`src/rtl/ps2_pkg.sv`:
```
// PS/2 shared definitions: frame constants, FSM state encoding, frame bit selection.
// Latency: n/a (package only, no logic of its own).
// Backpressure: n/a.
// Contents: PS2_FRAME_BITS, PS2_START, PS2_STOP, ps2_state_e, ps2_frame_bit().
package ps2_pkg;

  localparam int   PS2_FRAME_BITS = 11;
  localparam logic PS2_START      = 1'b0;
  localparam logic PS2_STOP       = 1'b1;

  // Line-level FSM states, shared with the host-side transmitter.
  typedef enum logic [1:0] {
    PS2_IDLE = 2'd0,
    PS2_HIGH = 2'd1,
    PS2_LOW  = 2'd2,
    PS2_GAP  = 2'd3
  } ps2_state_e;

  // Value of frame bit idx (0..10) for byte d: start, d[0..7], odd parity, stop.
  function automatic logic ps2_frame_bit(input logic [7:0] d, input logic [3:0] idx);
    logic [2:0] k;
    logic       b;
    k = 3'(idx - 4'd1);
    case (idx)
      4'd0:                                            b = PS2_START;
      4'd1, 4'd2, 4'd3, 4'd4, 4'd5, 4'd6, 4'd7, 4'd8:  b = d[k];
      4'd9:                                            b = ~^d;
      default:                                         b = PS2_STOP;
    endcase
    return b;
  endfunction

endpackage

```
`src/rtl/ps2_tx_fifo.sv`:
```
// Synchronous byte FIFO whose head is read in place (first-word fall-through).
// Latency: a push is visible at head/empty one cycle after the push edge.
// Backpressure: full blocks push; pop on empty is ignored.
// Ports: clk, rst (async high), push/din, pop, full, empty, head.
module ps2_tx_fifo #(
  parameter int DEPTH = 8,
  parameter int W     = 8
) (
  input  logic         clk,
  input  logic         rst,
  input  logic         push,
  input  logic [W-1:0] din,
  input  logic         pop,
  output logic         full,
  output logic         empty,
  output logic [W-1:0] head
);

  localparam int AW = $clog2(DEPTH);

  logic [W-1:0] mem [DEPTH];
  logic [AW:0]  wr_ptr;
  logic [AW:0]  rd_ptr;
  logic         do_push;
  logic         do_pop;

  // Extra pointer MSB separates full (wrapped once) from empty (equal).
  assign empty   = (wr_ptr == rd_ptr);
  assign full    = (wr_ptr[AW] != rd_ptr[AW]) && (wr_ptr[AW-1:0] == rd_ptr[AW-1:0]);
  assign head    = mem[rd_ptr[AW-1:0]];
  assign do_push = push && !full;
  assign do_pop  = pop && !empty;

  always_ff @(posedge clk or posedge rst) begin
    if (rst) begin
      wr_ptr <= '0;
      rd_ptr <= '0;
    end else begin
      if (do_push) wr_ptr <= wr_ptr + {{AW{1'b0}}, 1'b1};
      if (do_pop)  rd_ptr <= rd_ptr + {{AW{1'b0}}, 1'b1};
    end
  end

  always_ff @(posedge clk) begin
    if (do_push) mem[wr_ptr[AW-1:0]] <= din;
  end

endmodule

```
`src/rtl/ps2_keyboard_tx.sv`:
```
// Device-side PS/2 transmitter: buffers scan-code bytes and sends 11-bit frames on ps2_clk/ps2_data.
// Latency: start bit on the lines one cycle after a push into an idle, empty FIFO; frame 22*CLK_HALF cycles.
// Backpressure: tx_ready low while the FIFO is full; host inhibit aborts a frame, which is resent whole.
// Ports: clk, rst, tx_data/tx_valid/tx_ready, inhibit, ps2_clk, ps2_data, busy, tx_done.
module ps2_keyboard_tx
  import ps2_pkg::*;
#(
  parameter int CLK_HALF = 4,
  parameter int GAP      = 8,
  parameter int DEPTH    = 8
) (
  input  logic       clk,
  input  logic       rst,
  input  logic [7:0] tx_data,
  input  logic       tx_valid,
  output logic       tx_ready,
  input  logic       inhibit,
  output logic       ps2_clk,
  output logic       ps2_data,
  output logic       busy,
  output logic       tx_done
);

  localparam int MAXC  = (CLK_HALF > GAP) ? CLK_HALF : GAP;
  localparam int CNT_W = $clog2(MAXC);
  localparam logic [3:0]       LAST_BIT = 4'(PS2_FRAME_BITS - 1);
  localparam logic [CNT_W-1:0] HALF_END = CNT_W'(CLK_HALF - 1);
  localparam logic [CNT_W-1:0] GAP_END  = CNT_W'(GAP - 1);

  ps2_state_e       state_q, state_d;
  logic [3:0]       bit_q, bit_d;
  logic [CNT_W-1:0] cnt_q, cnt_d;
  logic             done_d;
  logic             clk_d;
  logic             data_d;
  logic             pop;
  logic             full;
  logic             empty;
  logic [7:0]       head;

  ps2_tx_fifo #(.DEPTH(DEPTH), .W(8)) u_fifo (
    .clk   (clk),
    .rst   (rst),
    .push  (tx_valid),
    .din   (tx_data),
    .pop   (pop),
    .full  (full),
    .empty (empty),
    .head  (head)
  );

  assign tx_ready = !full;
  assign busy     = (state_q != PS2_IDLE);

  always_ff @(posedge clk or posedge rst) begin
    if (rst) begin
      state_q  <= PS2_IDLE;
      bit_q    <= '0;
      cnt_q    <= '0;
      ps2_clk  <= 1'b1;
      ps2_data <= 1'b1;
      tx_done  <= 1'b0;
    end else begin
      state_q  <= state_d;
      bit_q    <= bit_d;
      cnt_q    <= cnt_d;
      ps2_clk  <= clk_d;
      ps2_data <= data_d;
      tx_done  <= done_d;
    end
  end

  always_comb begin
    state_d = state_q;
    bit_d   = bit_q;
    cnt_d   = cnt_q;
    pop     = 1'b0;
    done_d  = 1'b0;
    case (state_q)
      PS2_IDLE: begin
        if (!empty && !inhibit) begin
          state_d = PS2_HIGH;
          bit_d   = '0;
          cnt_d   = '0;
        end
      end
      PS2_HIGH: begin
        if (inhibit) begin
          state_d = PS2_GAP;
          cnt_d   = '0;
        end else if (cnt_q == HALF_END) begin
          state_d = PS2_LOW;
          cnt_d   = '0;
        end else begin
          cnt_d = cnt_q + CNT_W'(1);
        end
      end
      PS2_LOW: begin
        // An abort wins over completion, so the byte stays queued for a resend.
        if (inhibit) begin
          state_d = PS2_GAP;
          cnt_d   = '0;
        end else if (cnt_q == HALF_END) begin
          cnt_d = '0;
          if (bit_q == LAST_BIT) begin
            state_d = PS2_GAP;
            pop     = 1'b1;
            done_d  = 1'b1;
          end else begin
            state_d = PS2_HIGH;
            bit_d   = bit_q + 4'd1;
          end
        end else begin
          cnt_d = cnt_q + CNT_W'(1);
        end
      end
      PS2_GAP: begin
        if (cnt_q == GAP_END) begin
          state_d = PS2_IDLE;
          cnt_d   = '0;
        end else begin
          cnt_d = cnt_q + CNT_W'(1);
        end
      end
      default: begin
        state_d = PS2_IDLE;
        cnt_d   = '0;
      end
    endcase

    // Lines are registered from the next state, so data changes on the first HIGH cycle
    // and is held through LOW; all other states leave both lines released high.
    clk_d  = (state_d != PS2_LOW);
    data_d = ((state_d == PS2_HIGH) || (state_d == PS2_LOW)) ? ps2_frame_bit(head, bit_d) : 1'b1;
  end

endmodule

```
`config.mk`:
```
export PLATFORM = sky130hd
export DESIGN_NAME = ps2_keyboard_tx
export DESIGN_NICKNAME = d
export VERILOG_FILES = /design/src/rtl/ps2_pkg.sv /design/src/rtl/ps2_tx_fifo.sv /design/src/rtl/ps2_keyboard_tx.sv
export SDC_FILE = /design/constraint.sdc
export NUM_CORES = 1
export LEC_CHECK = 0
export BUFFER_PORTS_ARGS = -buffer_cell sky130_fd_sc_hd__buf_2
export CAP_MARGIN = 40
export CORE_AREA = 2 2 102 123
export DETAILED_ROUTE_END_ITERATION = 10
export DIE_AREA = 0 0 104 125
export PLACE_DENSITY = 0.62
export SLEW_MARGIN = 20
export SYNTH_ARGS = -nofsm -noshare
export SYNTH_HDL_FRONTEND = slang
export SYNTH_SLANG_ARGS = --single-unit
```
`constraint.sdc`:
```
create_clock -name clk -period 2.83 [get_ports clk]
set_input_delay 0.566 -clock clk [delete_from_list [all_inputs] [get_ports clk]]
set_output_delay 0.566 -clock clk [all_outputs]
set_load 0.02 [all_outputs]
```
# --- After elaboration in Yosys (flattened, before gate mapping) ---
# Memories as Yosys holds them, arrays and structs flattened.
# Index checks and enable logic that the tools add are counted.
word_totals:
  ramBits: 64
  n_memories: 1
  ff_bits: 20
  in_bits: 12
mem_list:
  columns: ["name", "depth", "word_bits", "rd", "rd_ports_with_merged_regs", "wr", "line_no", "rtl"]
  rows:
  - ["u_fifo.mem", 8, 8, 1, 0, 1, "ps2_tx_fifo.sv:21", "logic [W-1:0] mem [DEPTH];"]
classes:
  n_lt_le_gt_ge: 1
  mux: 28
  eq_ne: 22
  n_reduce_logical: 14
  addsub: 5
op_table:
  columns: ["operator", "count"]
  rows:
  - ["4-bit by 3-bit == test with 1-bit output, second input constant", 4]
  - ["4-bit two-way mux", 4]
  - ["2-bit two-way mux", 7]
  - ["4-bit by 1-bit adder with 4-bit output, second input constant", 3]
  - ["4-bit == test, second input constant", 3]
  - ["3-bit two-way mux", 4]
  - ["3-bit case mux with 3 select lines", 1]
  - ["4-bit by 2-bit == test with 1-bit output, second input constant", 2]
  - ["1-bit two-way mux", 8]
  - ["2-bit case mux with 4 select lines", 1]
  - ["4-bit case mux with 2 select lines", 1]
  - ["8-bit OR reduction", 1]
  - ["8-bit XNOR reduction", 1]
  - ["2-bit == test, second input constant", 3]
  - ["2-bit by 1-bit == test with 1-bit output, second input constant", 2]
  - ["4-bit by 1-bit == test with 1-bit output, second input constant", 1]
  - ["4-bit == test", 1]
  - ["1-bit logical AND", 4]
  - ["4-bit zero test", 1]
  - ["3-bit by 4-bit less-than comparator with 1-bit output, second input constant", 1]
  - ["2-bit inequality test, second input constant", 2]
  - ["3-bit by 1-bit adder with 3-bit output, second input constant", 1]
  - ["1-bit binary-select mux with 3-bit select", 1]
  - ["3-bit by 2-bit == test with 1-bit output, second input constant", 1]
  - ["10 further kinds", 12]

# --- Longest topological paths before layout ---
# Gate-level depths: netlist of the first run.
logic_depth:
  ltp_word: 10
  ltp_mapped: 14
  ltp_nobuf: 13

# --- By module ---
# A second synthesis of the first run with hierarchy kept.
hier_totals:
  cells_unflattened: 280
  area_unflattened_um2: 4252.8
modules_own_cells:
  columns: ["mod", "cells_each", "area_each_um2", "n_inst"]
  rows:
  - ["ps2_tx_fifo", 152, 3056.7, 1]
  - ["ps2_keyboard_tx", 128, 1196.1, 1]

# --- Least setup slack after synthesis of the first run ---
# No wires, ideal clock.
synth_path:
  kind: "reg-to-reg"
  start: "register cnt_q[0]"
  end: "register ps2_data"
  arrival_time_ns: 2.928
  required_time_ns: 2.770
  path_stages_with_launch: 13
  slack_ns: -0.158
  n_path_buf: 1
  setup_ns: 0.060
  path_cell_list: "dfrtp_1 > ha_1 > ha_1 > nor2b_1 > clkbuf_1 > a31oi_1 > nor2_8 > inv_1 > ha_1 > inv_1 > mux4_1 > mux2i_1 > a2111o_1"
synth_between:
  elab_chain_cells: 9
  elab_cells_between_ends: 30
synth_lines:
  columns: ["item", "line_no", "rtl"]
  rows:
  - ["start: declaration", "ps2_keyboard_tx.sv:32", "logic [CNT_W-1:0] cnt_q, cnt_d;"]
  - ["start signal: assignment", "ps2_keyboard_tx.sv:66", "cnt_q <= cnt_d;"]
  - ["3-bit by 2-bit == test with 1-bit output (*)", "ps2_keyboard_tx.sv:103", "end else if (cnt_q == HALF_END) begin"]
  - ["4-bit two-way mux (*)", "ps2_keyboard_tx.sv:103", null]
  - ["4-bit two-way mux (*)", "ps2_keyboard_tx.sv:100", "if (inhibit) begin"]
  - ["4-bit case mux with 2 select lines (*)", "ps2_keyboard_tx.sv:79", "case (state_q)"]
  - ["via bit_d[0]", "ps2_keyboard_tx.sv:31", "logic [3:0] bit_q, bit_d;"]
  - ["3-bit by 1-bit subtractor with 3-bit output", "ps2_pkg.sv:23", "k = 3'(idx - 4'd1);"]
  - ["1-bit binary-select mux with 3-bit select", "ps2_pkg.sv:26", "4'd1, 4'd2, 4'd3, 4'd4, 4'd5, 4'd6, 4'd7, 4'd8: b = d[k];"]
  - ["1-bit two-way mux (implied by the code)", "ps2_pkg.sv:26", null]
  - ["1-bit case mux with 3 select lines (*)", "ps2_pkg.sv:24", "case (idx)"]
  - ["1-bit two-way mux (*)", "ps2_keyboard_tx.sv:134", "data_d = ((state_d == PS2_HIGH) || (state_d == PS2_LOW)) ? ps2_frame_bit(head, bit_d) : 1'b1;"]
  - ["via data_d", "ps2_keyboard_tx.sv:35", "logic data_d;"]
  - ["end signal: assignment", "ps2_keyboard_tx.sv:68", "ps2_data <= data_d;"]
  - ["end: declaration", "ps2_keyboard_tx.sv:19", "output logic ps2_data,"]
# The timed path passes the listed nets; every way through them passes the cells marked *. The select of a mux whose other input is x is not followed.
# A chain may end at the register's enable or synchronous reset.

# --- Worst setup path after layout of the first run ---
layout_path:
  start: "register u_fifo.rd_ptr[2]"
  end: "register ps2_data"
layout_between:
  elab_chain_cells: 10
  elab_cells_between_ends: 28
layout_lines:
  columns: ["item", "line_no", "rtl"]
  rows:
  - ["start: declaration", "ps2_tx_fifo.sv:23", "logic [AW:0] rd_ptr;"]
  - ["start signal: assignment", "ps2_tx_fifo.sv:40", "if (do_pop) rd_ptr <= rd_ptr + {{AW{1'b0}}, 1'b1};"]
  - ["4-bit == test (*)", "ps2_tx_fifo.sv:28", "assign empty = (wr_ptr == rd_ptr);"]
  - ["1-bit zero test (*)", "ps2_keyboard_tx.sv:81", "if (!empty && !inhibit) begin"]
  - ["1-bit logical AND (*)", "ps2_keyboard_tx.sv:81", null]
  - ["4-bit two-way mux (*)", "ps2_keyboard_tx.sv:81", null]
  - ["4-bit case mux with 2 select lines (*)", "ps2_keyboard_tx.sv:79", null]
  - ["via bit_d[0]", "ps2_keyboard_tx.sv:31", null]
  - ["3-bit by 1-bit subtractor with 3-bit output", "ps2_pkg.sv:23", null]
  - ["1-bit binary-select mux with 3-bit select", "ps2_pkg.sv:26", null]
  - ["1-bit two-way mux (implied by the code)", "ps2_pkg.sv:26", null]
  - ["1-bit case mux with 3 select lines (*)", "ps2_pkg.sv:24", null]
  - ["1-bit two-way mux (*)", "ps2_keyboard_tx.sv:134", null]
  - ["via data_d", "ps2_keyboard_tx.sv:35", null]
# Marks and branches as above.

==> results.yml, run 1 <==
timing:
  fin_skew_ps: 3.38
  achievable-frequency_ghz: 0.362
  setup-violations-final: 0
  maxSlewViolCount: 0
  rsz0062_at_grt: "yes"
  timing.final.hold_violations: 0
  setup-tns-final_ps: 0
  tightest_slew_ps: 558
  relSlewSlack_pct: 62.5
  timing.final.crit_share_pct: 97.6
  hold-worst-slack_ps: 209
  final_period_minus_worst_setup_slack_ps: 2760
  post-route-worst-setup-slack_ps: 68.0
floorplan:
  io-pin-count: 17
  die-width_microns: 104
  fp.dieH_microns: 125
  rows: 44
  core-area_sq_mm: 0.0119
  die_area_sq_mm: 0.0130
  initial_core_utilization_pct: 34.0
pwr:
  power_density_mw_per_mm2: 791
  ir_worst_vdd_mv: 0.330
  power_leakage_nw: 1.82
logic_synthesis:
  synth-seq-cells: 84
  synth_fp_nets: 313
  synth_top_family_by_area: "multiplexers"
  synth-edff-count: 64
  commonest_register_cell_after_synthesis: "edfxtp_1"
  synthMuxAreaShare_pct: 11.6
  synth.top_cells.by_count: "64 x edfxtp_1, 25 x mux2i_1, 18 x dfrtp_1, 18 x ha_1"
  yosysWarningCount: 0
  fraction_of_post_synthesis_cell_area_in_the_top_cell_type_by_area_pct: 47.6
  async_reset_ff_share_pct: 23.8
  yosysSeqAreaShare_pct: 60.0
  syn-instance-count: 283
  synth.area.top_cells: "edfxtp_1 48%, dfrtp_1 11%, mux2i_1 6.2%, ha_1 5.6%, mux4_2 4.5%"
  post_synth_instance_area_sq_mm: 0.00404
  synthDistinctLibCells: 51
  xor_xnor_share_of_the_synthesized_area_pct: 4.33
  synth_adder_area_share_pct: 5.57
  yosysTopAreaCell: "edfxtp_1"
  synth_compound_area_share_pct: 7.46
  syn_avg_cell_area_sq_um: 14.3
  yosys.cell_count.top_type: "edfxtp_1"
  synth-simple-area-share_pct: 7.59
critical_path:
  timing.critical_path.to_type: "register"
  setup.worst_path.end: "ps2_data"
  r2r-end: "ps2_data"
  crit_required_ps: 3110
  critPathLaunch: "u_fifo.rd_ptr[2]"
  r2r_start: "u_fifo.rd_ptr[2]"
  criticalPathCategory: "register to register"
  r2r_setup_slk_ps: 70
  critPathMaxFanout: 3
  worst-r2r-cell-count: 10
  startpoint_type: "register"
  cp.arrival_ps: 3040
routing:
  drt_iter0_markers: 88
  vias: 2380
  ant_nets: 0
  remaining_routing_drc_violations: 0
  post_drt_via_cell_ratio: 4.75
  avgRoutedWirePerCell_microns: 15.5
  route.final.wire_length_mm: 7.76
  drt_pre_antenna_iters: 4
clocking:
  clock_tree.htree_level_count: 3
  hold_buffers: 0
  clk_latency_ps: 330
  cts_tree: "yes"
  cts_inserted_buffers: 9
  cts-root-buf: "clkbuf_16"
  cts.clk_slew.worst_paths_ps: 60
  maximum_clock_path_buffer_count: 2
  clkSinkCount: 84
place:
  gp_congestion: 0.788
  dpl_worst_slack_ps: -60.8
  detailed_place.area_sq_mm: 0.00452
  buffer_ports.inserted: 16
  dp.final_hpwl_mm: 5.28
cells_and_area:
  fin_area_sq_mm: 0.00486
  layout.filler_cells: 1141
  antennaDiodeCount: 0
  syn_to_final_growth_pct: 20.3
  post_route_cells_drive_above_1_share_pct: 30.0
  finalNetCount: 365
status:
  outcome: "finished, final reports clean"
worst_hold_path:
  timing.hold.worst.class: "primary input to asynchronous set/reset pin"
global_route:
  grt_pass1_wl_mm: 12.5
  grt_start_max_net_pins: 22
  grt_pass1_vias: 2518
  number_of_antenna_violations_at_the_first_check_in_global_routing: 0
  grt_overflow_total: 0
  grtUsageTotal_pct: 12.5
job:
  timing.max_cap.violations: 0
[worst min path at each step]
stage / to / start
after CTS: u_fifo.wr_ptr[2] / rst
final: state_q[1] / rst
after floorplan: u_fifo.wr_ptr[3] / u_fifo.wr_ptr[3]
after global routing: u_fifo.wr_ptr[2] / rst
after detailed placement: cnt_q[1] / cnt_q[1]
after global placement: u_fifo.wr_ptr[3] / u_fifo.wr_ptr[3]
[power by group]
part	internal [W]	switching, W
sequential	0.00155	0.0000771
clock	0.000594	0.000466
combinational	0.000523	0.000635
total	0.00267	0.00118
[placed cells by master, fill, tap and decap left out, drive strengths merged, types with 9 or more instances in the layout]
cell type / count
a21oi: 9
buf: 52
clkbuf: 10
dfrtp: 18
edfxtp: 64
ha: 18
inv: 16
mux2i: 25
mux4: 9
nand2: 14
nor2: 15
o21ai: 10
[metrics by stage]
stage	instances	total power (W)	utilization (%)
2_1_floorplan	283	0.00235	-
3_3_place_gp	483	0.00274	38.0
3_5_place_dp	483	0.00277	38.0
4_1_cts	499	0.00384	40.3
5_1_grt	501	0.00406	40.9
6_report	501	0.00385	40.9
[sequential cells by signal, summed over array words and instances (netlist names)]
register and flops:
u_fifo.mem 64, bit_q 4, u_fifo.rd_ptr 4, u_fifo.wr_ptr 4
cnt_q 3, state_q 2, ps2_clk 1, ps2_data 1
tx_done 1
[layer usage]
layer / track usage, % / vias to the layer above / wire length (microns)
li1: - / 1158 / -
met1: 14.6 / 1174 / 3380
met2: 22.4 / 37 / 4040
met3: 2.76 / 11 / 222
met4: 4.61 / 0 / 116
met5: 0 / - / 0
[cell families (layout without fill, tap and decap cells)]
family,after synthesis,after routing
buffers and inverters,27,84
AO/OA/AOI/OAI,45,45
adder cells (fa/ha/maj),18,18
AND/OR/NAND/NOR,58,58
flip-flops,84,84
multiplexers,35,35
XOR/XNOR,16,16
[repair_timing]
| item | CTS | global route |
|---|---|---|
| pin swaps | 0 | 6 |
| buffers inserted | 0 | 2 |
| gates resized for setup | 3 | 15 |
| endpoints found under the setup margin | 1 | 1 |
| hold endpoints to repair | 0 | 0 |
[worst max-delay path: stages, from the launching register on]
cell and delay (ps):
dfrtp_1 410, xor2_2 200, or4_4 560, o211a_4 290, nor2_8 100, inv_4 50, ha_4 240, inv_4 60
mux4_2 490, mux2i_1 160, a2111o_1 150
[layout make-up]
class	count	area [sq um]	share of cell area, %
clock buffers	10	229	4.71
clock inverters	6	40.0	0.823
inverters	16	65.1	1.34
multi-input cells	172	1550	31.8
flip-flops and latches	84	2430	49.9
well taps	161	201	4.14
repair buffers	52	354	7.28
Note: power is estimated with default switching activity, not from simulation.
==> run 2, diff against run 1 <==
--- a/config.mk
+++ b/config.mk
@@ -8,6 +8,7 @@
 export BUFFER_PORTS_ARGS = -buffer_cell sky130_fd_sc_hd__buf_2
 export CAP_MARGIN = 40
 export CORE_AREA = 2 2 102 123
+export CTS_BUF_LIST = sky130_fd_sc_hd__clkbuf_2 sky130_fd_sc_hd__clkbuf_4 sky130_fd_sc_hd__clkbuf_8
 export DETAILED_ROUTE_END_ITERATION = 10
 export DIE_AREA = 0 0 104 125
 export PLACE_DENSITY = 0.62
==> run 2 against run 1 <==
Against the previous run: flip-flop and latch count unchanged; first-iteration DRC count up 8.0%; clock-buffer cell count did not move; die area is the same; non-clock buffer count unchanged; critical path type unchanged; largest power group unchanged; highest routed layer unchanged.
==> results.yml, run 2 (synthesized netlist as in run 1, its figures left out) <==
critical_path:
  r2r_setup_slk_ps: 50
  timing.critical_path.to_type: "register"
  critPathMaxFanout: 3
  r2r-end: "ps2_data"
  cp.arrival_ps: 3090
  worst-r2r-cell-count: 10
  criticalPathCategory: "register to register"
  startpoint_type: "register"
  r2r_start: "u_fifo.rd_ptr[1]"
  crit_required_ps: 3140
routing:
  drt_iter0_markers: 95
  remaining_routing_drc_violations: 0
  post_drt_via_cell_ratio: 4.76
  drt_pre_antenna_iters: 4
  route.final.wire_length_mm: 7.84
  avgRoutedWirePerCell_microns: 15.6
  ant_nets: 0
  vias: 2385
global_route:
  grtUsageTotal_pct: 12.6
  grt_pass1_wl_mm: 12.5
  number_of_antenna_violations_at_the_first_check_in_global_routing: 0
  grt_pass1_vias: 2519
  grt_start_max_net_pins: 22
  grt_overflow_total: 0
cells_and_area:
  largest_register_ffs: 64
  post_route_cells_drive_above_1_share_pct: 30.9
  mostFrequentLayoutCells: "64 x edfxtp_1, 34 x buf_4, 25 x mux2i_1"
  layout.filler_cells: 1154
  syn_to_final_growth_pct: 18.6
  antennaDiodeCount: 0
  finalNetCount: 365
  final_common_cell: "edfxtp_1"
timing:
  timing.final.hold_violations: 0
  tightest_slew_ps: 565
  achievable-frequency_ghz: 0.359
  hold-worst-slack_ps: 175
  setup-violations-final: 0
  rsz0062_at_grt: "yes"
  fin_skew_ps: 7.85
  maxSlewViolCount: 0
  relSlewSlack_pct: 62.0
  final_period_minus_worst_setup_slack_ps: 2780
  timing.final.crit_share_pct: 98.4
place:
  dp.final_hpwl_mm: 5.28
  buffer_ports.inserted: 16
  gp_congestion: 0.788
floorplan:
  io-pin-count: 17
  fp.dieH_microns: 125
  initial_core_utilization_pct: 34.0
  core-area_sq_mm: 0.0119
  die_area_sq_mm: 0.0130
  rows: 44
  die-width_microns: 104
clocking:
  maximum_clock_path_buffer_count: 2
  cts-root-buf: "clkbuf_8"
  hold_buffers: 0
  cts_inserted_buffers: 9
  clock_tree.htree_level_count: 3
  cts_tree: "yes"
  cts.clk_slew.worst_paths_ps: 90
  clk_latency_ps: 360
  clkSinkCount: 84
worst_hold_path:
  timing.hold.worst.class: "primary input to asynchronous set/reset pin"
pwr:
  power_density_mw_per_mm2: 745
  total_power_w: 0.00357
  ir_worst_vdd_mv: 0.322
  power_leakage_nw: 1.78
job:
  timing.max_cap.violations: 0
status:
  outcome: "finished, final reports clean"
-- run 2: cell count changes in the layout (fill, tap and decap cells not counted) --
cell / previous run / this run
clkbuf_16: 9 / 0
nor4_4: 0 / 1
clkbuf_8: 0 / 9
buf_4: 35 / 34
xor2_1: 6 / 4
buf_6: 1 / 2
xor2_2: 1 / 3
nor4_2: 1 / 0
clkbuf_1: 1 / 0
clkbuf_4: 0 / 1
-- run 2: worst max-delay path by stage --
stage | startpoint | endpoint | cells past startpoint | slack (ps)
after floorplan | cnt_q[0] | ps2_data | 13 | 0.9
after global placement | cnt_q[0] | ps2_data | 12 | -10
after detailed placement | cnt_q[0] | ps2_data | 12 | -60
after CTS | u_fifo.wr_ptr[1] | ps2_data | 10 | 8
after global routing | u_fifo.rd_ptr[1] | ps2_data | 10 | -30
final | u_fifo.rd_ptr[1] | ps2_data | 10 | 50
-- run 2: timing repair --
item | 4_1_cts | 5_1_grt
gates resized for setup | 3 | 19
pin swaps | 0 | 7
buffers inserted | 0 | 1
endpoints found under the setup margin | 1 | 1
-- run 2: through the flow --
stage | util [%] | setup TNS, ps | cell area (sq um) | setup WS, ps | std cells
after floorplan | - | 0 | 4060 | 0.872 | 283
after CTS | 39.5 | 0 | 4700 | 8.16 | 499
after detailed placement | 38.0 | -60.8 | 4520 | -60.8 | 483
after global routing | 40.3 | -29.4 | 4790 | -29.4 | 501
final | 40.3 | 0 | 4790 | 45.3 | 501
after global placement | 38.0 | -12.5 | 4520 | -12.5 | 483
-- run 2: area by class of cell --
type	instances	area [sq um]	share of cell area, %
multi-input combinational	172	1570	32.8
clock buffer	10	131	2.74
inverter	16	65.1	1.36
tap	161	201	4.20
sequential	84	2430	50.6
timing repair buffer	52	358	7.47
clock inverter	6	40.0	0.835
-- run 2: routing by layer --
metal | share of wire, % | routed length, microns | vias to the layer above | GRT usage (%)
li1 | - | - | 1158 | -
met1 | 43 | 3380 | 1175 | 14.6
met2 | 52 | 4090 | 37 | 22.6
met3 | 2.5 | 193 | 15 | 1.98
met4 | 2.1 | 168 | 0 | 6.28
met5 | 0 | 0 | - | 0
-- run 2: worst max-delay path: stages (launching register included) --
cell,delay (ps)
dfrtp_1,420
xor2_2,210
or4_4,570
o211a_4,290
nor2_8,100
inv_4,50
ha_4,240
inv_4,60
mux4_2,490
mux2i_1,160
a2111o_1,150
-- run 2: power breakdown --
group / total, W / internal, W / switching [W] / leakage, nW
registers: 0.00163 / 0.00155 / 0.0000849 / 0.839
clock network: 0.000763 / 0.000328 / 0.000435 / 0.0898
logic: 0.00117 / 0.000530 / 0.000643 / 0.849
==> run 3, diff against run 2 <==
--- a/config.mk
+++ b/config.mk
@@ -5,13 +5,13 @@
 export SDC_FILE = /design/constraint.sdc
 export NUM_CORES = 1
 export LEC_CHECK = 0
-export BUFFER_PORTS_ARGS = -buffer_cell sky130_fd_sc_hd__buf_2
+export BUFFER_PORTS_ARGS = -buffer_cell sky130_fd_sc_hd__clkbuf_2
 export CAP_MARGIN = 40
-export CORE_AREA = 2 2 102 123
+export CORE_AREA = 2 2 106 118
 export CTS_BUF_LIST = sky130_fd_sc_hd__clkbuf_2 sky130_fd_sc_hd__clkbuf_4 sky130_fd_sc_hd__clkbuf_8
 export DETAILED_ROUTE_END_ITERATION = 10
-export DIE_AREA = 0 0 104 125
-export PLACE_DENSITY = 0.62
+export DIE_AREA = 0 0 108 120
+export PLACE_DENSITY = 0.61
 export SLEW_MARGIN = 20
 export SYNTH_ARGS = -nofsm -noshare
 export SYNTH_HDL_FRONTEND = slang
==> constraint.sdc (replaced) <==
create_clock -name clk -period 2.7 [get_ports clk]
set_input_delay 0.54 -clock clk [delete_from_list [all_inputs] [get_ports clk]]
set_output_delay 0.54 -clock clk [all_outputs]
set_load 0.02 [all_outputs]
==> run 3 against run 2 <==
Against the previous run: the run now ends with setup timing left; hold slack got worse by 70 ps; register-to-register slack got worse by 90 ps; wire length rose by 1.9%; final area rose by 4.0%; first-iteration DRC count fell by 25%; sequential share of layout area fell by 2.0 points; flip-flop and latch count did not move; via count rose by 5.6%; largest power group unchanged.
==> results.yml, run 3 (synthesized netlist as in run 1, its figures left out) <==
place:
  inst_count_dp: 491
  dpl_worst_slack_ps: -283
  buffer_ports.inserted: 16
  detailed_place.area_sq_mm: 0.00466
  gp_congestion: 0.856
  dp.final_hpwl_mm: 5.53
global_route:
  grt_pass1_wl_mm: 13.0
  gr-max-usage-layer: "met2"
  grt_overflow_total: 0
  grtUsageTotal_pct: 13.2
  grt_pass1_vias: 2669
  grtUsageMet1_pct: 16.3
  use_met2_pct: 22.4
  number_of_antenna_violations_at_the_first_check_in_global_routing: 0
  grt_start_max_net_pins: 22
  global_route_track_usage_on_met3_pct: 2.39
pwr:
  power.sequential.fraction_pct: 43.5
  p_comb_share_pct: 35.9
  netSwitchingPower_w: 0.00128
  internal-power_w: 0.00264
  power_leakage_nw: 1.90
  clockPowerShare_pct: 20.6
  power_switching_share_pct: 32.6
  ir_worst_vdd_mv: 0.378
  power_density_mw_per_mm2: 785
clocking:
  maximum_clock_path_buffer_count: 2
  cts_tree: "yes"
  clkSinkCount: 84
  clk_latency_ps: 350
  cts-root-buf: "clkbuf_8"
  clock_tree.htree_level_count: 3
  cts_inserted_buffers: 9
  cts.clk_slew.worst_paths_ps: 90
cells_and_area:
  layout.filler_cells: 1119
  antennaDiodeCount: 0
  final_common_cell: "edfxtp_1"
  largest_register_ffs: 64
  finalNetCount: 387
  finalCoreUtilization_pct: 42.2
  mostFrequentLayoutCells: "64 x edfxtp_1, 55 x buf_4, 25 x mux2i_1"
  layout.cells.non_filler: 516
  fin_area_sq_mm: 0.00499
  post_route_cells_drive_above_1_share_pct: 34.8
  syn_to_final_growth_pct: 23.4
critical_path:
  criticalPathCategory: "register to register"
  crit_required_ps: 2990
  timing.critical_path.to_type: "register"
  critPathMaxFanout: 2
  startpoint_type: "register"
  critPathLaunch: "u_fifo.rd_ptr[1]"
  r2r_start: "u_fifo.rd_ptr[1]"
  cp.arrival_ps: 3030
  r2r-end: "ps2_data"
  setup.worst_path.end: "ps2_data"
  worst-r2r-cell-count: 10
  r2r_setup_slk_ps: -50
routing:
  vias: 2518
  drt_iter0_markers: 71
  ant_nets: 0
  remaining_routing_drc_violations: 0
  avgRoutedWirePerCell_microns: 15.5
  drt_pre_antenna_iters: 4
  route.final.wire_length_mm: 7.99
  post_drt_via_cell_ratio: 4.88
timing:
  fin_skew_ps: 10.4
  rsz0062_at_grt: "yes"
  post-route-worst-setup-slack_ps: -45.2
  final_period_minus_worst_setup_slack_ps: 2750
  achievable-frequency_ghz: 0.364
  timing.final.hold_violations: 0
  maxSlewViolCount: 0
  setup-violations-final: 1
  tightest_slew_ps: 640
  timing.final.crit_share_pct: 102
  setup-tns-final_ps: -45.2
  relSlewSlack_pct: 57.0
floorplan:
  initial_core_utilization_pct: 34.2
  core-area_sq_mm: 0.0118
  rows: 42
  die-width_microns: 108
  io-pin-count: 17
  fp.dieH_microns: 120
  die_area_sq_mm: 0.0130
status:
  failed_checks: "setup timing"
  outcome: "complete, but fails checks"
job:
  timing.max_cap.violations: 0
worst_hold_path:
  timing.hold.worst.class: "primary input to asynchronous set/reset pin"
[run 3: final cells by class]
class | instances | area (sq um) | share of cell area (%)
clock buffer | 9 | 124 | 2.48
clock inverter | 7 | 50.0 | 1.00
inverter | 16 | 65.1 | 1.30
multi-input combinational | 172 | 1580 | 31.6
sequential | 84 | 2420 | 48.6
tap | 154 | 193 | 3.86
timing repair buffer | 74 | 552 | 11.1
[run 3: metal layers]
metal	routed length [microns]	vias to the layer above
met3	214	19
met1	3520	1240
met2	4050	51
li1	-	1208
met5	0	-
met4	204	0
[run 3: how the worst min path moves through the flow]
stage                startpoint               end  cells past startpoint
2_1_floorplan  u_fifo.wr_ptr[3]  u_fifo.wr_ptr[3]                      1
3_3_place_gp           cnt_q[1]          cnt_q[1]                      1
3_5_place_dp                rst          cnt_q[2]                      2
4_1_cts                     rst          cnt_q[2]                      2
5_1_grt                     rst          cnt_q[2]                      2
6_report                    rst          cnt_q[2]                      2
[run 3: what timing repair did]
action / 4_1_cts / 5_1_grt
resized for setup: 11 / 10
setup endpoints to repair: 1 / 1
setup buffers: 6 / 4
pin swaps: 8 / 9
hold buffers: 0 / 0
[run 3: worst max-delay path, cell delays in order (launching register included)]
cell	delay [ps]
dfrtp_1	420
xor2_2	190
or4_4	550
o211a_4	270
nor2_8	100
inv_4	40
ha_4	270
inv_4	40
mux4_2	320
mux2i_1	80
a2111o_1	410
[run 3: power groups by stage]
stage          combinational [W]  clock [W]  sequential [W]
3_3_place_gp             0.00124          0         0.00172
2_1_floorplan           0.000724          0         0.00174
5_1_grt                  0.00155   0.000885         0.00172
6_report                 0.00141   0.000807         0.00170
4_1_cts                  0.00135   0.000834         0.00169
3_5_place_dp             0.00127          0         0.00172
[run 3: stage by stage]
step / total power [W] / hold slack (ps)
after global routing: 0.00415 / 115
after CTS: 0.00388 / 105
after detailed placement: 0.00300 / 499
after global placement: 0.00296 / 483
final: 0.00391 / 106
after floorplan: 0.00247 / 460
